### config.mk
export PLATFORM = sky130hd
export DESIGN_NAME = instr_adder_sequencer
export DESIGN_NICKNAME = d
export VERILOG_FILES = /design/src/rtl/instr_seq_pkg.sv /design/src/rtl/instr_seq_accum.sv /design/src/rtl/instr_adder_sequencer.sv
export SDC_FILE = /design/constraint.sdc
export NUM_CORES = 1
export LEC_CHECK = 0
export ABC_AREA = 1
export CORE_ASPECT_RATIO = 1.1
export CORE_MARGIN = 10
export CORE_UTILIZATION = 48
export DETAILED_ROUTE_END_ITERATION = 8
export PLACE_DENSITY = 0.85
export SYNTH_ARGS = -nofsm -noshare
export SYNTH_HDL_FRONTEND = slang
export SYNTH_SLANG_ARGS = --single-unit
### constraint.sdc
create_clock -name wb_clk_i -period 6.82 [get_ports wb_clk_i]
set_input_delay 1.023 -clock wb_clk_i [delete_from_list [all_inputs] [get_ports wb_clk_i]]
set_output_delay 1.023 -clock wb_clk_i [all_outputs]
set_load 0.03 [all_outputs]
### src/rtl/instr_seq_pkg.sv
// Shared types and widths for the instrumented-adder measurement sequencer.
package instr_seq_pkg;

    localparam int DATA_W = 32;
    localparam int SUM_W  = 40;
    localparam int REP_W  = 9;

    typedef enum logic [2:0] {
        ST_IDLE,
        ST_SETTLE,
        ST_RUN,
        ST_CAPTURE,
        ST_DRAIN,
        ST_RESP
    } state_e;

    typedef struct packed {
        logic [SUM_W-1:0]  count_sum;
        logic [DATA_W-1:0] count_max;
        logic [REP_W-1:0]  errors;
        logic              timeout;
        logic [REP_W-1:0]  done_reps;
    } rsp_t;

endpackage

### src/rtl/instr_seq_accum.sv
// Per-command accumulators: count sum, count maximum, sum-error tally and completed repetitions.
module instr_seq_accum
    import instr_seq_pkg::*;
(
    input  logic              clk_i,
    input  logic              rst_i,
    input  logic              clear_i,
    input  logic              capture_i,
    input  logic [DATA_W-1:0] count_i,
    input  logic [DATA_W-1:0] sum_i,
    input  logic [DATA_W-1:0] expected_i,
    output logic [SUM_W-1:0]  count_sum_o,
    output logic [DATA_W-1:0] count_max_o,
    output logic [REP_W-1:0]  errors_o,
    output logic [REP_W-1:0]  done_reps_o
);

    logic [SUM_W-1:0]  count_sum_q, count_sum_d;
    logic [DATA_W-1:0] count_max_q, count_max_d;
    logic [REP_W-1:0]  errors_q, errors_d;
    logic [REP_W-1:0]  done_reps_q, done_reps_d;

    always_comb begin
        count_sum_d = count_sum_q;
        count_max_d = count_max_q;
        errors_d    = errors_q;
        done_reps_d = done_reps_q;
        if (clear_i) begin
            count_sum_d = '0;
            count_max_d = '0;
            errors_d    = '0;
            done_reps_d = '0;
        end else if (capture_i) begin
            count_sum_d = count_sum_q + {{(SUM_W-DATA_W){1'b0}}, count_i};
            if (count_i > count_max_q) begin
                count_max_d = count_i;
            end
            if (sum_i != expected_i) begin
                errors_d = errors_q + REP_W'(1);
            end
            done_reps_d = done_reps_q + REP_W'(1);
        end
    end

    always_ff @(posedge clk_i or posedge rst_i) begin
        if (rst_i) begin
            count_sum_q <= '0;
            count_max_q <= '0;
            errors_q    <= '0;
            done_reps_q <= '0;
        end else begin
            count_sum_q <= count_sum_d;
            count_max_q <= count_max_d;
            errors_q    <= errors_d;
            done_reps_q <= done_reps_d;
        end
    end

    assign count_sum_o = count_sum_q;
    assign count_max_o = count_max_q;
    assign errors_o    = errors_q;
    assign done_reps_o = done_reps_q;

endmodule

### src/rtl/instr_adder_sequencer.sv
// Drives repeated measurement runs of the instrumented adder and reports
// accumulated delay counts, sum errors and timeout status per command.
module instr_adder_sequencer
    import instr_seq_pkg::*;
#(
    parameter int SETTLE  = 4,
    parameter int TIMEOUT = 1024
) (
    input  logic              wb_clk_i,
    input  logic              wb_rst_i,
    input  logic              cmd_valid,
    output logic              cmd_ready,
    input  logic [DATA_W-1:0] cmd_a,
    input  logic [DATA_W-1:0] cmd_b,
    input  logic [7:0]        cmd_reps,
    output logic [DATA_W-1:0] adder_a,
    output logic [DATA_W-1:0] adder_b,
    output logic              adder_run,
    input  logic              adder_done,
    input  logic [DATA_W-1:0] adder_count,
    input  logic [DATA_W-1:0] adder_sum,
    output logic              rsp_valid,
    input  logic              rsp_ready,
    output logic [SUM_W-1:0]  rsp_count_sum,
    output logic [DATA_W-1:0] rsp_count_max,
    output logic [REP_W-1:0]  rsp_errors,
    output logic              rsp_timeout,
    output logic [REP_W-1:0]  rsp_done_reps
);

    localparam int SET_W = (SETTLE  > 1) ? $clog2(SETTLE)  : 1;
    localparam int TO_W  = (TIMEOUT > 1) ? $clog2(TIMEOUT) : 1;

    state_e            state_q, state_d;
    logic [DATA_W-1:0] a_q, a_d, b_q, b_d, exp_q, exp_d;
    logic [REP_W-1:0]  reps_q, reps_d;
    logic [SET_W-1:0]  settle_cnt_q, settle_cnt_d;
    logic [TO_W-1:0]   to_cnt_q, to_cnt_d;
    logic              timeout_q, timeout_d;
    logic              acc_clear, acc_capture;
    rsp_t              rsp;

    always_comb begin
        state_d      = state_q;
        a_d          = a_q;
        b_d          = b_q;
        exp_d        = exp_q;
        reps_d       = reps_q;
        settle_cnt_d = settle_cnt_q;
        to_cnt_d     = to_cnt_q;
        timeout_d    = timeout_q;
        acc_clear    = 1'b0;
        acc_capture  = 1'b0;
        case (state_q)
            ST_IDLE: begin
                if (cmd_valid) begin
                    a_d          = cmd_a;
                    b_d          = cmd_b;
                    exp_d        = cmd_a + cmd_b;
                    reps_d       = (cmd_reps == 8'd0) ? REP_W'(256) : REP_W'(cmd_reps);
                    timeout_d    = 1'b0;
                    settle_cnt_d = '0;
                    acc_clear    = 1'b1;
                    state_d      = ST_SETTLE;
                end
            end
            ST_SETTLE: begin
                if (settle_cnt_q == SET_W'(SETTLE - 1)) begin
                    to_cnt_d = '0;
                    state_d  = ST_RUN;
                end else begin
                    settle_cnt_d = settle_cnt_q + SET_W'(1);
                end
            end
            ST_RUN: begin
                // A done arriving on the timeout cycle still counts as a completed run.
                if (adder_done) begin
                    state_d = ST_CAPTURE;
                end else if (to_cnt_q == TO_W'(TIMEOUT - 1)) begin
                    timeout_d = 1'b1;
                    state_d   = ST_DRAIN;
                end else begin
                    to_cnt_d = to_cnt_q + TO_W'(1);
                end
            end
            ST_CAPTURE: begin
                acc_capture = 1'b1;
                state_d     = ST_DRAIN;
            end
            ST_DRAIN: begin
                if (!adder_done) begin
                    if (rsp.done_reps == reps_q || timeout_q) begin
                        state_d = ST_RESP;
                    end else begin
                        settle_cnt_d = '0;
                        state_d      = ST_SETTLE;
                    end
                end
            end
            ST_RESP: begin
                if (rsp_ready) begin
                    state_d = ST_IDLE;
                end
            end
            default: state_d = ST_IDLE;
        endcase
    end

    always_ff @(posedge wb_clk_i or posedge wb_rst_i) begin
        if (wb_rst_i) begin
            state_q      <= ST_IDLE;
            a_q          <= '0;
            b_q          <= '0;
            exp_q        <= '0;
            reps_q       <= '0;
            settle_cnt_q <= '0;
            to_cnt_q     <= '0;
            timeout_q    <= 1'b0;
        end else begin
            state_q      <= state_d;
            a_q          <= a_d;
            b_q          <= b_d;
            exp_q        <= exp_d;
            reps_q       <= reps_d;
            settle_cnt_q <= settle_cnt_d;
            to_cnt_q     <= to_cnt_d;
            timeout_q    <= timeout_d;
        end
    end

    instr_seq_accum u_accum (
        .clk_i       (wb_clk_i),
        .rst_i       (wb_rst_i),
        .clear_i     (acc_clear),
        .capture_i   (acc_capture),
        .count_i     (adder_count),
        .sum_i       (adder_sum),
        .expected_i  (exp_q),
        .count_sum_o (rsp.count_sum),
        .count_max_o (rsp.count_max),
        .errors_o    (rsp.errors),
        .done_reps_o (rsp.done_reps)
    );

    assign rsp.timeout = timeout_q;

    // Run is decoded from state so an asynchronous reset drops it immediately.
    assign adder_run     = (state_q == ST_RUN) || (state_q == ST_CAPTURE);
    assign cmd_ready     = (state_q == ST_IDLE);
    assign rsp_valid     = (state_q == ST_RESP);
    assign adder_a       = a_q;
    assign adder_b       = b_q;
    assign rsp_count_sum = rsp.count_sum;
    assign rsp_count_max = rsp.count_max;
    assign rsp_errors    = rsp.errors;
    assign rsp_timeout   = rsp.timeout;
    assign rsp_done_reps = rsp.done_reps;

endmodule

# Yosys cells after proc, flatten, opt, wreduce, memory -nomap -nowiden
# Cells that the tools add are included.
[totals] regBits=211 wordCells=90 input_bits=141 out_inout_bits=158
[op_classes] reduce_logical=17 n_mux=35 eq_ne=19 magnitude_cmp=1 addsub=6
[ops] operator="two-way mux 32 bit" n=3
[ops] operator="two-way mux 40 bit" n=2
[ops] operator="two-way mux 9 bit" n=6
[ops] operator="adder 40 x 32 -> 40 bit" n=1
[ops] operator="adder 32 bit" n=1
[ops] operator="greater-than comparator 32 bit" n=1
[ops] operator="inequality test 32 bit" n=1
[ops] operator="two-way mux 10 bit" n=3
[ops] operator="two-way mux 3 bit" n=7
[ops] operator="case mux 10 bit (2 select lines)" n=1
[ops] operator="adder 9 x 1 -> 9 bit (second input constant)" n=2
[ops] operator="case mux 3 bit (6 select lines)" n=1
[ops] operator="inequality test 2 bit (second input constant)" n=8
[ops] operator="adder 10 x 1 -> 10 bit (second input constant)" n=1
[ops] operator="equality test 10 bit (second input constant)" n=1
[ops] operator="AND reduction 5 bit" n=2
[ops] operator="nonzero test 2 bit" n=5
[ops] operator="equality test 9 bit" n=1
[ops] operator="logical NOT 8 bit" n=1
[ops] operator="two-way mux 2 bit" n=4
[ops] operator="AND reduction 4 bit" n=2
[ops] operator="equality test 3 x 2 -> 1 bit (second input constant)" n=2
[ops] operator="equality test 3 bit (second input constant)" n=2
[ops] operator="two-way mux 1 bit" n=6
[ops] operator="other kinds (11)" n=14

# Longest topological paths before layout
# Gate-level depths: netlist of the first run.
[logic_depth] word_depth=5 depth_mapped=16 mapped_depth_nobuf=15

# Hierarchy
# From an unflattened synthesis of the first run, not the netlist that was laid out.
[hier_totals] cells_unflattened=2257 hier_area_um2=15185.8
[by_module_without_submodules] module="instr_seq_accum" cells_per_inst=1172 instances=1 seq_area_each_um2=2252.2 area_each_um2=7793.7
[by_module_without_submodules] module="instr_adder_sequencer" cells_per_inst=1085 instances=1 seq_area_each_um2=3027.9 area_each_um2=7392.1

# Worst setup path before layout of the first run
# Ideal clock, no wire load.
[synth_path] path_type="input to register" from="input port adder_count[0]" to="register u_accum.count_sum_q[32] (netlist: u_accum.count_sum_o[32])" arrival_time_ns=2.424 t_required_ns=6.700 path_slack_ns=4.275 cell_stages=14 path_buffers=0 setup_time_ns=0.120 cell_sequence="ha_1 -> inv_1 -> fa_1 -> nor2_1 -> or2_2 -> nand2_1 -> nand2_1 -> nand2_1 -> nand2_1 -> nand2_1 -> nand2_1 -> nand3_1 -> nand2_1 -> nor2_1"
[synth_via] elab_chain_cells=3
[synth_lines] element="start, declared" line="instr_adder_sequencer.sv:20" source="input logic [DATA_W-1:0] adder_count,"
[synth_lines] element="adder 40 x 32 -> 40 bit" line="instr_seq_accum.sv:34" source="count_sum_d = count_sum_q + {{(SUM_W-DATA_W){1'b0}}, count_i};"
[synth_lines] element="two-way mux 40 bit" line="instr_seq_accum.sv:33" source="end else if (capture_i) begin"
[synth_lines] element="two-way mux 40 bit" line="instr_seq_accum.sv:28" source="if (clear_i) begin"
[synth_lines] element="end signal, assigned" line="instr_seq_accum.sv:52" source="count_sum_q <= count_sum_d;"
[synth_lines] element="end, declared" line="instr_seq_accum.sv:18" source="logic [SUM_W-1:0] count_sum_q, count_sum_d;"
# No other way between the ends. The select of a mux whose other input is x is not followed.
# A chain may end at the register's enable or synchronous reset.

# Worst setup path after layout of the first run
[layout_path] from="input port adder_count[31]" to="register u_accum.count_max_q[12] (netlist: u_accum.count_max_o[12])"
[layout_via] elab_chain_cells=3
[layout_lines] element="greater-than comparator 32 bit" line="instr_seq_accum.sv:35" source="if (count_i > count_max_q) begin"
[layout_lines] element="nonzero test 2 bit (no source line)"
[layout_lines] element="AND reduction 2 bit (no source line)"
[layout_lines] element="end signal, assigned" line="instr_seq_accum.sv:53" source="count_max_q <= count_max_d;"
[layout_lines] element="end, declared" line="instr_seq_accum.sv:19" source="logic [DATA_W-1:0] count_max_q, count_max_d;"
# No other way between the ends.

==> summary.txt, run 1 <==
Drt
  • DRT Wirelength: around 49 mm
  • Average vias per placed instance: 5.27
  • Total number of vias: about 15000
  • DRC errors left: 0
  • DR iter-0 viols: ~960
  • Routed len/inst: approximately 17 µm
  • Final antenna-violating net count: 0
  • First drt pass iteration count: 6

Worst setup path
  • Worst Path Max Fanout: 33
  • Reg-to-reg setup timing slack: around 4.0 ns
  • Crit Path Category: in -> reg
  • Worst setup EP type: flip-flop
  • Critical path required time: ~7.2 ns
  • RR Startpoint: state_q[2]
  • CP Launch Type: input port
  • Worst R2R End: u_accum.count_sum_o[22]
  • Worst Reg-to-Reg Cells: 6
  • Arr. time, crit path: between 3 and 4 ns

Floorplan
  • Core region area: roughly 0.030 mm²
  • Effective utilization at floorplan: 0.489
  • Die width: approximately 190 µm
  • Die area: roughly 0.038 mm²
  • DIE HEIGHT: slightly above 200 µm
  • Row count: 66
  • IO Pins: 299

STA
  • Actual slew at the worst max-slew pin: approximately 1.2 ns
  • Fmax achieved: roughly 310 MHz
  • Setup TNS Final: 0 ns
  • Setup-failing EPs final: 0
  • Worst hold margin: a little under 0.5 ns
  • Fin. Hold Viols: 0
  • Max-slew headroom: 0.186
  • Final cycle utilization of the critical path: 0.472
  • Min Tclk post-route: 3.22 ns
  • Final Skew: between 0.009 and 0.01 ns
  • RSZ-0062 raised after global routing: false
  • Final Max Slew Viols: 0

Worst hold path
  • Hold depth: 2
  • Hold worst-path end: adder_b[13]
  • Hold WC Path Type: reg -> reg
  • Hold Startpoint: adder_b[13]

Pwr
  • P_int: ~4000 µW
  • Net Sw Frac: 0.459
  • Leakage: around 0.0095 µW
  • Seq pwr share: 0.284
  • Combinational fraction of design power: 0.524
  • Pwr dens: ~400 mW/mm²
  • Clock share of power: 0.192
  • Worst VDD drop: a little over 300 µV
  • Switching power: around 3400 µW

Layout
  • Layout cell share with drive strength beyond 1: 0.0265
  • Non-Filler Instances: 2835
  • Fillers: 2624
  • Fin util: 0.628
  • Area growth, synth to finish: 28.5%
  • Final Net Count: 2683

Clock tree
  • Total CTS buffers: 25
  • Clk buf depth: 3
  • # hold bufs at CTS: 0
  • Post-cts resize count: 0
  • Post-CTS Setup Bufs: 0
  • Clk_lat worst skew: roughly 0.53 ns
  • Clock root cell: clkbuf_16
  • Clk sinks: ~210
  • H-tree levels: 1
  • CTS tree: done
  • Register clock-pin slew on the reported worst setup and hold paths: approximately 0.06 ns

Yosys
  • Sequential area share after synthesis: 0.363
  • Dominant cells by area after synthesis: dfrtp_1 (36%), nand2_1 (21%), ha_1 (8.5%)
  • #FFs+latches synth: about 210
  • Syn Inst Count: ~2200
  • Syn Nets: around 2400
  • Top-count cell post-synth: nand2_1
  • Count of unique library cells instantiated by Yosys: 40
  • Synth top area share: 0.363
  • Yosys warning total: 0
  • Top post-synthesis cells by count: nand2_1 (827), inv_1 (268), dfrtp_1 (211), nor2_1 (179), nand3_1 (159)
  • Most used flip-flop cell after synthesis: dfrtp_1
  • Cell Area, Synth: roughly 0.015 mm²
  • Synth async-reset ratio: 1.00
  • Post-synth EDFFs: 0
  • Area leader, netlist: dfrtp_1
  • Mean Syn Cell Area: 6.74 µm²

Placed design
  • Routability cong.: between 0.9 and 1
  • Placed insts: around 2800
  • IO Port Bufs: ~300
  • DP HPWL: between 30 and 40 mm

GRT
  • First-pass GRT wire length: slightly below 80 mm
  • Initial antenna violation count: 4
  • Overflow after GRT: 0
  • Total track usage: 0.252
  • Vias in the first global route: ~15000
  • Largest net degree at the start of global routing: between 100 and 150

Flow run
  • MaxCap Viol Count: 0

Status
  • Status: completed
stage by stage:
step	instance area, µm²	setup WS [ns]	power [µW]
after floorplan	14500	0.0311	4540
after global placement	17800	3.22	5920
after detailed placement	17800	3.09	6020
after CTS	18700	3.64	7490
after global routing	18700	3.34	7970
final	18700	3.60	7460
power by group through the flow:
stage | clock, µW | sequential (µW) | combinational [µW]
after floorplan | 0 | 2700 | 1840
after detailed placement | 0 | 2120 | 3900
after global placement | 0 | 2100 | 3820
final | 1430 | 2120 | 3910
after CTS | 1460 | 2110 | 3920
after global routing | 1500 | 2170 | 4300
worst max-delay path by stage:
stage | from | cells past startpoint | endpoint | slack, ns
global route | adder_count[1] | 16 | u_accum.count_max_o[31] | 3.34
floorplan | wb_rst_i | 1 | adder_a[0] | 0.03
CTS | adder_count[31] | 12 | u_accum.count_max_o[12] | 3.64
global placement | adder_count[31] | 12 | u_accum.count_max_o[28] | 3.22
finish | adder_count[31] | 12 | u_accum.count_max_o[12] | 3.60
detailed placement | adder_count[31] | 12 | u_accum.count_max_o[16] | 3.09
layout make-up:
class                      instances  area, µm²  area share
timing repair buffer             305       3040       0.162
multi-input combinational       1626       8000       0.428
clock buffer                      35        693      0.0371
antenna                            4       10.0    0.000536
tap                              374        468      0.0250
sequential                       211       5280       0.283
clock inverter                     8        165     0.00884
inverter                         272       1030      0.0551
sequential cells by signal, indices dropped and copies added, names as in the netlist:
register	count
u_accum.done_reps_o	9
reps_q	9
u_accum.count_sum_o	40
to_cnt_q	10
adder_a	32
settle_cnt_q	2
state_q	3
adder_b	32
u_accum.errors_o	9
exp_q	32
rsp_timeout	1
u_accum.count_max_o	32
layer usage:
| metal | vias to the layer above | part of all wire | GRT usage | routed length [µm] |
|---|---|---|---|---|
| met3 | 92 | 0.093 | 0.0643 | 4560 |
| met5 | - | 0 | 0 | 0 |
| li1 | 7409 | - | - | - |
| met4 | 0 | 0.030 | 0.0790 | 1450 |
| met1 | 6849 | 0.38 | 0.285 | 18700 |
| met2 | 603 | 0.49 | 0.451 | 24100 |
placed cells by master (no fill, tap or decap), drive strengths merged, types with 7 or more instances in the layout:
master	synthesis	layout
clkdlybuf4s50	0	298
o22ai	8	8
a21oi	105	105
nand4	16	16
xor2	13	13
xnor2	30	30
clkbuf	14	35
nand3	160	160
nand2	832	832
inv	272	271
nor4	9	9
ha	99	99
o21ai	105	105
dfrtp	211	211
nand3b	11	11
nor3	26	26
nor2	182	182
o21bai	7	7
buf	34	7
cell families (layout without fill, tap and decap cells):
family,after synthesis,count (layout),synth area share
buf+inv,320,620,0.0868
flops,211,211,0.363
xor+xnor,43,43,0.0259
other cells,0,4,0
simple gates,1241,1241,0.348
fa+ha+maj,101,101,0.0880
compound gates,241,241,0.0881
worst max-delay path, stage by stage:
cell	delay [ns]
clkdlybuf4s50_1	0.46
ha_1	0.32
nand2_1	0.07
nor2_1	0.15
nand4_1	0.19
nor3_2	0.23
nand2_1	0.09
nand2_1	0.06
buf_4	0.32
nand2_2	0.44
nand3_1	0.21
nand2_1	0.07
No activity file was read; power rests on OpenSTA's default activity.
==> inputs of run 2 (changes only) <==
==> constraint.sdc (replaced) <==
create_clock -name wb_clk_i -period 2.75 [get_ports wb_clk_i]
set_input_delay 0.4125 -clock wb_clk_i [delete_from_list [all_inputs] [get_ports wb_clk_i]]
set_output_delay 0.4125 -clock wb_clk_i [all_outputs]
set_load 0.03 [all_outputs]
==> summary.txt, run 2 (synthesized netlist as in run 1, its figures left out) <==
Drt
  • First drt pass iteration count: 5 (was 6)
  • Total number of vias: 15274 (was 14953)
  • Routed len/inst: 17.4 µm (was 17.2 µm)
  • Average vias per placed instance: 5.32 (was 5.27)
  • DR iter-0 viols: 1083 (was 958)
  • DRC errors left: 0 (unchanged)
  • DRT Wirelength: 50.1 mm (was 48.9 mm)
  • Final antenna-violating net count: 0 (unchanged)

Worst setup path
  • Worst Reg-to-Reg Cells: 13 (was 6)
  • Worst Path Max Fanout: 4 (was 33)
  • Worst R2R End: u_accum.count_max_o[3] (was u_accum.count_sum_o[22])
  • Reg-to-reg setup timing slack: 0.50 ns (was 3.96 ns)
  • RR Startpoint: u_accum.count_max_o[31] (was state_q[2])
  • Critical path required time: 2.34 ns (was 7.23 ns)
  • Worst setup EP type: output port (was flip-flop)
  • Arr. time, crit path: 2.02 ns (was 3.63 ns)
  • CP Launch Type: flip-flop (was input port)
  • Crit Path Category: reg -> out (was in -> reg)

Placed design
  • Routability cong.: 1.02 (was 0.952)
  • DP HPWL: 39.8 mm (was 38.1 mm)
  • IO Port Bufs: 298 (unchanged)

STA
  • Min Tclk post-route: 2.44 ns
  • Worst hold margin: 0.366 ns (was 0.480 ns)
  • Fmax achieved: around 410 MHz
  • Final Max Slew Viols: 0 (unchanged)
  • RSZ-0062 raised after global routing: false (unchanged)
  • Setup-failing EPs final: 0 (unchanged)
  • Final cycle utilization of the critical path: 0.886
  • Actual slew at the worst max-slew pin: 0.774 ns (was 1.22 ns)
  • Fin. Hold Viols: 0 (unchanged)
  • Max-slew headroom: 0.484 (was 0.186)
  • Setup TNS Final: 0 ns (unchanged)
  • Final Skew: 0.0144 ns (was 0.00999 ns)

Flow run
  • MaxCap Viol Count: 0 (unchanged)

Pwr
  • Pwr dens: 985 mW/mm² (was 399 mW/mm²)
  • Worst VDD drop: 702 µV (was 306 µV)
  • Leakage: 0.00966 µW (was 0.00947 µW)

Clock tree
  • Clk buf depth: 3 (unchanged)
  • CTS tree: done (unchanged)
  • Post-cts resize count: 0 (unchanged)
  • Clk sinks: 211 (unchanged)
  • Clk_lat worst skew: 0.54 ns (was 0.53 ns)
  • Clock root cell: clkbuf_16 (unchanged)
  • H-tree levels: 1 (unchanged)
  • Post-CTS Setup Bufs: 0 (unchanged)
  • Total CTS buffers: 25 (unchanged)
  • Register clock-pin slew on the reported worst setup and hold paths: 0.07 ns (was 0.06 ns)
  • # hold bufs at CTS: 0 (unchanged)

GRT
  • Overflow after GRT: 0 (unchanged)
  • Largest net degree at the start of global routing: 74 (was 108)
  • Vias in the first global route: 15431 (was 15054)
  • Total track usage: 0.260 (was 0.252)
  • Initial antenna violation count: 11 (was 4)
  • First-pass GRT wire length: 79.4 mm (was 77.3 mm)

Floorplan
  • Die width: 186 µm (unchanged)
  • Core region area: 0.0297 mm² (unchanged)
  • Die area: 0.0377 mm² (unchanged)
  • DIE HEIGHT: 203 µm (unchanged)
  • Row count: 66 (unchanged)
  • IO Pins: 299 (unchanged)
  • Effective utilization at floorplan: 0.489 (unchanged)

Layout
  • Area growth, synth to finish: 31.0% (was 28.5%)
  • Fillers: 2684 (was 2624)
  • Max FFs per register: 40 (unchanged)
  • Commonest non-fill, non-tap cells in the layout: nand2_1 (827), clkdlybuf4s50_1 (298), inv_1 (267) (unchanged)
  • Final Net Count: 2712 (was 2683)
  • Layout cell share with drive strength beyond 1: 0.0410 (was 0.0265)
  • Most common cell after layout, fill and taps aside: nand2_1 (unchanged)

Worst hold path
  • Hold WC Path Type: in -> async (was reg -> reg)

Status
  • Status: completed (unchanged)
-- run 2: layout make-up --
| cell class | instances | area, µm² | area share |
|---|---|---|---|
| Inverter | 272 | 1030 | 0.0539 |
| Antenna cell | 9 | 22.5 | 0.00118 |
| Timing Repair Buffer | 334 | 3350 | 0.176 |
| Clock inverter | 17 | 230 | 0.0121 |
| Tap cell | 374 | 468 | 0.0246 |
| Clock buffer | 29 | 661 | 0.0347 |
| Sequential cell | 211 | 5280 | 0.277 |
| Multi-Input combinational cell | 1626 | 8000 | 0.420 |
-- run 2: worst max-delay path by stage --
stage / start / end / slack (ns) / cells after the start
finish: state_q[1] / cmd_ready / 0.31 / 4
CTS: state_q[1] / cmd_ready / 0.28 / 4
floorplan: wb_rst_i / adder_a[0] / -0.40 / 1
detailed placement: cmd_a[0] / exp_q[18] / 0.04 / 13
global placement: adder_count[4] / u_accum.count_sum_o[29] / 0.06 / 13
global route: state_q[1] / cmd_ready / 0.23 / 4
-- run 2: power by group --
part	switching (µW)	internal (µW)
Sequential	929	4290
Combinational	6270	3640
Clock	1420	2200
Total	8620	10100
-- run 2: metal layers --
| metal | vias up | share of wire | global-route usage |
|---|---|---|---|
| met5 | - | 0.00046 | 0 |
| met4 | 4 | 0.035 | 0.0879 |
| met3 | 113 | 0.087 | 0.0666 |
| met2 | 592 | 0.49 | 0.461 |
| met1 | 7092 | 0.39 | 0.295 |
| li1 | 7473 | - | - |
-- run 2: stage by stage --
stage | cells | util | setup slack (ns) | instance area [µm²] | total power, µW
after floorplan | 2157 | - | -0.405 | 14500 | 11300
final | 2872 | 0.640 | 0.314 | 19000 | 18800
after global placement | 2817 | 0.610 | 0.0623 | 18100 | 14800
after CTS | 2863 | 0.640 | 0.285 | 19000 | 18900
after global routing | 2870 | 0.640 | 0.227 | 19000 | 20100
after detailed placement | 2817 | 0.610 | 0.0386 | 18100 | 15100
-- run 2: critical path, stage by stage, from the launching register on --
cell             delay, ns
dfrtp_1               0.39
nor2_1                0.17
inv_2                 0.08
nor2_2                0.14
clkdlybuf4s50_1       0.71
==> inputs of run 3 (changes only) <==
--- a/config.mk
+++ b/config.mk
@@ -5,12 +5,12 @@
 export SDC_FILE = /design/constraint.sdc
 export NUM_CORES = 1
 export LEC_CHECK = 0
-export ABC_AREA = 1
 export CORE_ASPECT_RATIO = 1.1
 export CORE_MARGIN = 10
-export CORE_UTILIZATION = 48
+export CORE_UTILIZATION = 46
+export CTS_CLUSTER_SIZE = 30
 export DETAILED_ROUTE_END_ITERATION = 8
-export PLACE_DENSITY = 0.85
+export PLACE_DENSITY = 0.84
 export SYNTH_ARGS = -nofsm -noshare
 export SYNTH_HDL_FRONTEND = slang
 export SYNTH_SLANG_ARGS = --single-unit
==> summary.txt, run 3 <==
Status
  • Status: completed (unchanged)

Drt
  • Total number of vias: 12539 (was 15274)
  • DRC errors left: 0 (unchanged)
  • DRT Wirelength: 43.4 mm (was 50.1 mm)
  • Average vias per placed instance: 5.53 (was 5.32)
  • First drt pass iteration count: 5 (unchanged)
  • DR iter-0 viols: 1011 (was 1083)
  • Routed len/inst: 19.1 µm (was 17.4 µm)
  • Final antenna-violating net count: 0 (unchanged)

Yosys
  • Post-synth EDFFs: 0 (unchanged)
  • Dominant cells by area after synthesis: dfrtp_1 (42%), nand2_1 (10%), ha_1 (9.8%) (was dfrtp_1 (36%), nand2_1 (21%), ha_1 (8.5%))
  • Top post-synthesis cells by count: nand2_1 (337), dfrtp_1 (211), ha_1 (99), nor2_1 (88), o21ai_0 (83) (was nand2_1 (827), inv_1 (268), dfrtp_1 (211), nor2_1 (179), nand3_1 (159))
  • Cell Area, Synth: 0.0127 mm² (was 0.0145 mm²)
  • Most used flip-flop cell after synthesis: dfrtp_1 (unchanged)
  • Synth async-reset ratio: 1.00 (unchanged)
  • Yosys warning total: 0 (unchanged)
  • #FFs+latches synth: 211 (unchanged)
  • Area leader, netlist: dfrtp_1 (unchanged)
  • Syn Inst Count: 1434 (was 2157)
  • Synth top area share: 0.416 (was 0.363)
  • Sequential area share after synthesis: 0.416 (was 0.363)
  • Syn Nets: 1676 (was 2399)
  • Count of unique library cells instantiated by Yosys: 63 (was 40)
  • Top-count cell post-synth: nand2_1 (unchanged)
  • Mean Syn Cell Area: 8.85 µm² (was 6.74 µm²)

GRT
  • Overflow after GRT: 0 (unchanged)
  • Vias in the first global route: 13074 (was 15431)
  • Total track usage: 0.239 (was 0.260)
  • First-pass GRT wire length: 67.7 mm (was 79.4 mm)
  • Initial antenna violation count: 1 (was 11)
  • Largest net degree at the start of global routing: 107 (was 74)

Worst hold path
  • Hold WC Path Type: in -> reg (was in -> async)
  • Hold Startpoint: cmd_b[0]
  • Hold depth: 3
  • Hold worst-path end: adder_b[0]

Clock tree
  • Total CTS buffers: 24 (was 25)
  • Clock root cell: clkbuf_16 (unchanged)
  • H-tree levels: 1 (unchanged)
  • Clk_lat worst skew: 0.52 ns (was 0.54 ns)
  • CTS tree: done (unchanged)
  • Clk buf depth: 3 (unchanged)
  • Register clock-pin slew on the reported worst setup and hold paths: 0.06 ns (was 0.07 ns)
  • Clk sinks: 211 (unchanged)

Worst setup path
  • Slowest stage cell, crit path: dfrtp_1 (was clkdlybuf4s50_1)
  • Most used cell, CP: a21o_1
  • RR Startpoint: u_accum.count_max_o[17] (was u_accum.count_max_o[31])
  • Worst Path Max Fanout: 16 (was 4)
  • CP Launch Type: flip-flop (unchanged)
  • Crit Path Category: reg -> reg (was reg -> out)
  • Arr. time, crit path: 3.13 ns (was 2.02 ns)
  • Crit-path max cell delay: 0.34 ns (was 0.71 ns)
  • Buf/Inv on CP: 2 (unchanged)
  • Reg-to-reg setup timing slack: 0.02 ns (was 0.50 ns)
  • Delay-heaviest family, CP: compound AO/OA/AOI/OAI gates (was buffers and inverters)
  • Worst setup EP type: flip-flop (was output port)
  • Worst R2R End: u_accum.count_max_o[21] (was u_accum.count_max_o[3])
  • Worst Reg-to-Reg Cells: 12 (was 13)
  • Critical path required time: 3.15 ns (was 2.34 ns)
  • Critical Path, Cell by Cell: inv_1 -> ha_1 -> a21o_1 -> a21o_1 -> a21oi_2 -> nor4_1 -> nor3_1 -> o21ai_2 -> a21oi_1 -> a211oi_4 -> clkbuf_16 -> mux2_2 (was nor2_1 -> inv_2 -> nor2_2 -> clkdlybuf4s50_1)

Layout
  • Most common cell after layout, fill and taps aside: nand2_1 (unchanged)
  • Multi-input logic area: 0.00714 mm² (was 0.00800 mm²)
  • Commonest non-fill, non-tap cells in the layout: nand2_1 (336), clkdlybuf4s50_1 (295), dfrtp_1 (210) (was nand2_1 (827), clkdlybuf4s50_1 (298), inv_1 (267))
  • Non-Filler Instances: 2269 (was 2872)
  • Max FFs per register: 40 (unchanged)
  • Register area: 0.00528 mm² (about the same)
  • Fillers: 2008 (was 2684)
  • Area growth, synth to finish: 45.1% (was 31.0%)
  • Final Net Count: 2138 (was 2712)
  • Layout cell share with drive strength beyond 1: 0.159 (was 0.0410)

STA
  • Actual slew at the worst max-slew pin: 0.987 ns (was 0.774 ns)
  • Max-slew headroom: 0.337 (was 0.484)
  • Setup-failing EPs final: 0 (unchanged)
  • Fin. Hold Viols: 0 (unchanged)
  • Fmax achieved: 366 MHz (was 411 MHz)
  • RSZ-0062 raised after global routing: true (was false)
  • Setup TNS Final: 0 ns (unchanged)
  • Final Skew: 0.0102 ns (was 0.0144 ns)
  • Final Max Slew Viols: 0 (unchanged)
  • Final cycle utilization of the critical path: 0.993 (was 0.886)
  • Min Tclk post-route: 2.73 ns (was 2.44 ns)

Floorplan
  • DIE HEIGHT: 194 µm (was 203 µm)
  • Row count: 63 (was 66)
  • Die width: 178 µm (was 186 µm)
  • IO Pins: 299 (unchanged)
  • Effective utilization at floorplan: 0.469 (was 0.489)
  • Core region area: 0.0270 mm² (was 0.0297 mm²)
  • Die area: 0.0346 mm² (was 0.0377 mm²)

Placed design
  • Routability cong.: 0.922 (was 1.02)
  • DP HPWL: 32.0 mm (was 39.8 mm)
  • Placed insts: 2221 (was 2817)
  • IO Port Bufs: 298 (unchanged)

Pwr
  • Pwr dens: 938 mW/mm² (was 985 mW/mm²)
  • Leakage: 0.00867 µW (was 0.00966 µW)
  • Worst VDD drop: 836 µV (was 702 µV)
  • Final Power: 17300 µW (was 18800 µW)

Flow run
  • MaxCap Viol Count: 0 (unchanged)
[run 3: cell count changes after synthesis, moves of 36 or more]
cell / previous run / this run
clkbuf_1: 14 / 50
nor2_1: 179 / 88
xnor2_1: 30 / 70
nand3_1: 159 / 27
nand2_1: 827 / 337
inv_1: 268 / 54
a21o_1: 3 / 43
[run 3: worst reg2reg max path: cells and delay by family (launching register included)]
| kind | cells | cell delay [ns] |
|---|---|---|
| mux | 1 | 0.29 |
| fa+ha+maj | 1 | 0.30 |
| buf+inv | 2 | 0.28 |
| simple gates | 2 | 0.30 |
| compound gates | 6 | 1.11 |
| flops | 1 | 0.34 |
[run 3: how the worst max path moves through the flow]
stage,cells past startpoint,slack [ns],startpoint,to
CTS,12,0.0003,cmd_a[0],exp_q[24]
finish,12,0.02,u_accum.count_max_o[17],u_accum.count_max_o[21]
detailed placement,12,-0.73,cmd_b[0],exp_q[26]
floorplan,1,-0.40,wb_rst_i,adder_a[0]
global route,12,-0.11,u_accum.count_sum_o[0],u_accum.count_sum_o[26]
global placement,12,-0.70,cmd_b[0],exp_q[24]
[run 3: area by class of cell]
cell class              instances  share of cell area
repair buffers                491               0.247
multi-input cells            1114               0.388
diodes                          1            0.000136
flip-flops and latches        211               0.287
well taps                     357              0.0243
clock buffers                  37              0.0391
inverters                      54              0.0112
clock inverters                 4             0.00381
[run 3: per-stage QoR]
stage / util / cell area (µm²) / setup slack, ns / hold slack, ns
after CTS: 0.677 / 18300 / 0.000349 / 0.280
final: 0.681 / 18400 / 0.0193 / 0.288
after global routing: 0.681 / 18400 / -0.111 / 0.288
after global placement: 0.645 / 17400 / -0.697 / 0.457
after floorplan: - / 12700 / -0.405 / 0.460
after detailed placement: 0.645 / 17400 / -0.732 / 0.462
[run 3: cell families after synthesis]
| kind of cell | Yosys count | synth area share |
|---|---|---|
| AO/OA/AOI/OAI | 308 | 0.153 |
| XOR/XNOR | 112 | 0.0773 |
| adder cells (fa/ha/maj) | 101 | 0.101 |
| buffers and inverters | 109 | 0.0325 |
| flip-flops | 211 | 0.416 |
| multiplexers | 36 | 0.0315 |
| AND/OR/NAND/NOR | 557 | 0.189 |
[run 3: report_power, final]
group	switching (µW)	internal (µW)
clock network	1300	1970
registers	790	4190
logic	5140	3880
[run 3: what timing repair did]
item,4_1_cts,5_1_grt
gates resized for setup,16,20
cloned,0,1
setup endpoints to repair,17,58
hold buffers,0,0
buffers inserted,3,2
pin swaps,15,12
[run 3: per-layer routing]
metal | track usage | up-vias | wire, µm
li1 | - | 5896 | -
met1 | 0.253 | 6018 | 15600
met2 | 0.427 | 513 | 21500
met3 | 0.0828 | 112 | 4560
met4 | 0.0818 | 0 | 1660
met5 | 0 | - | 0
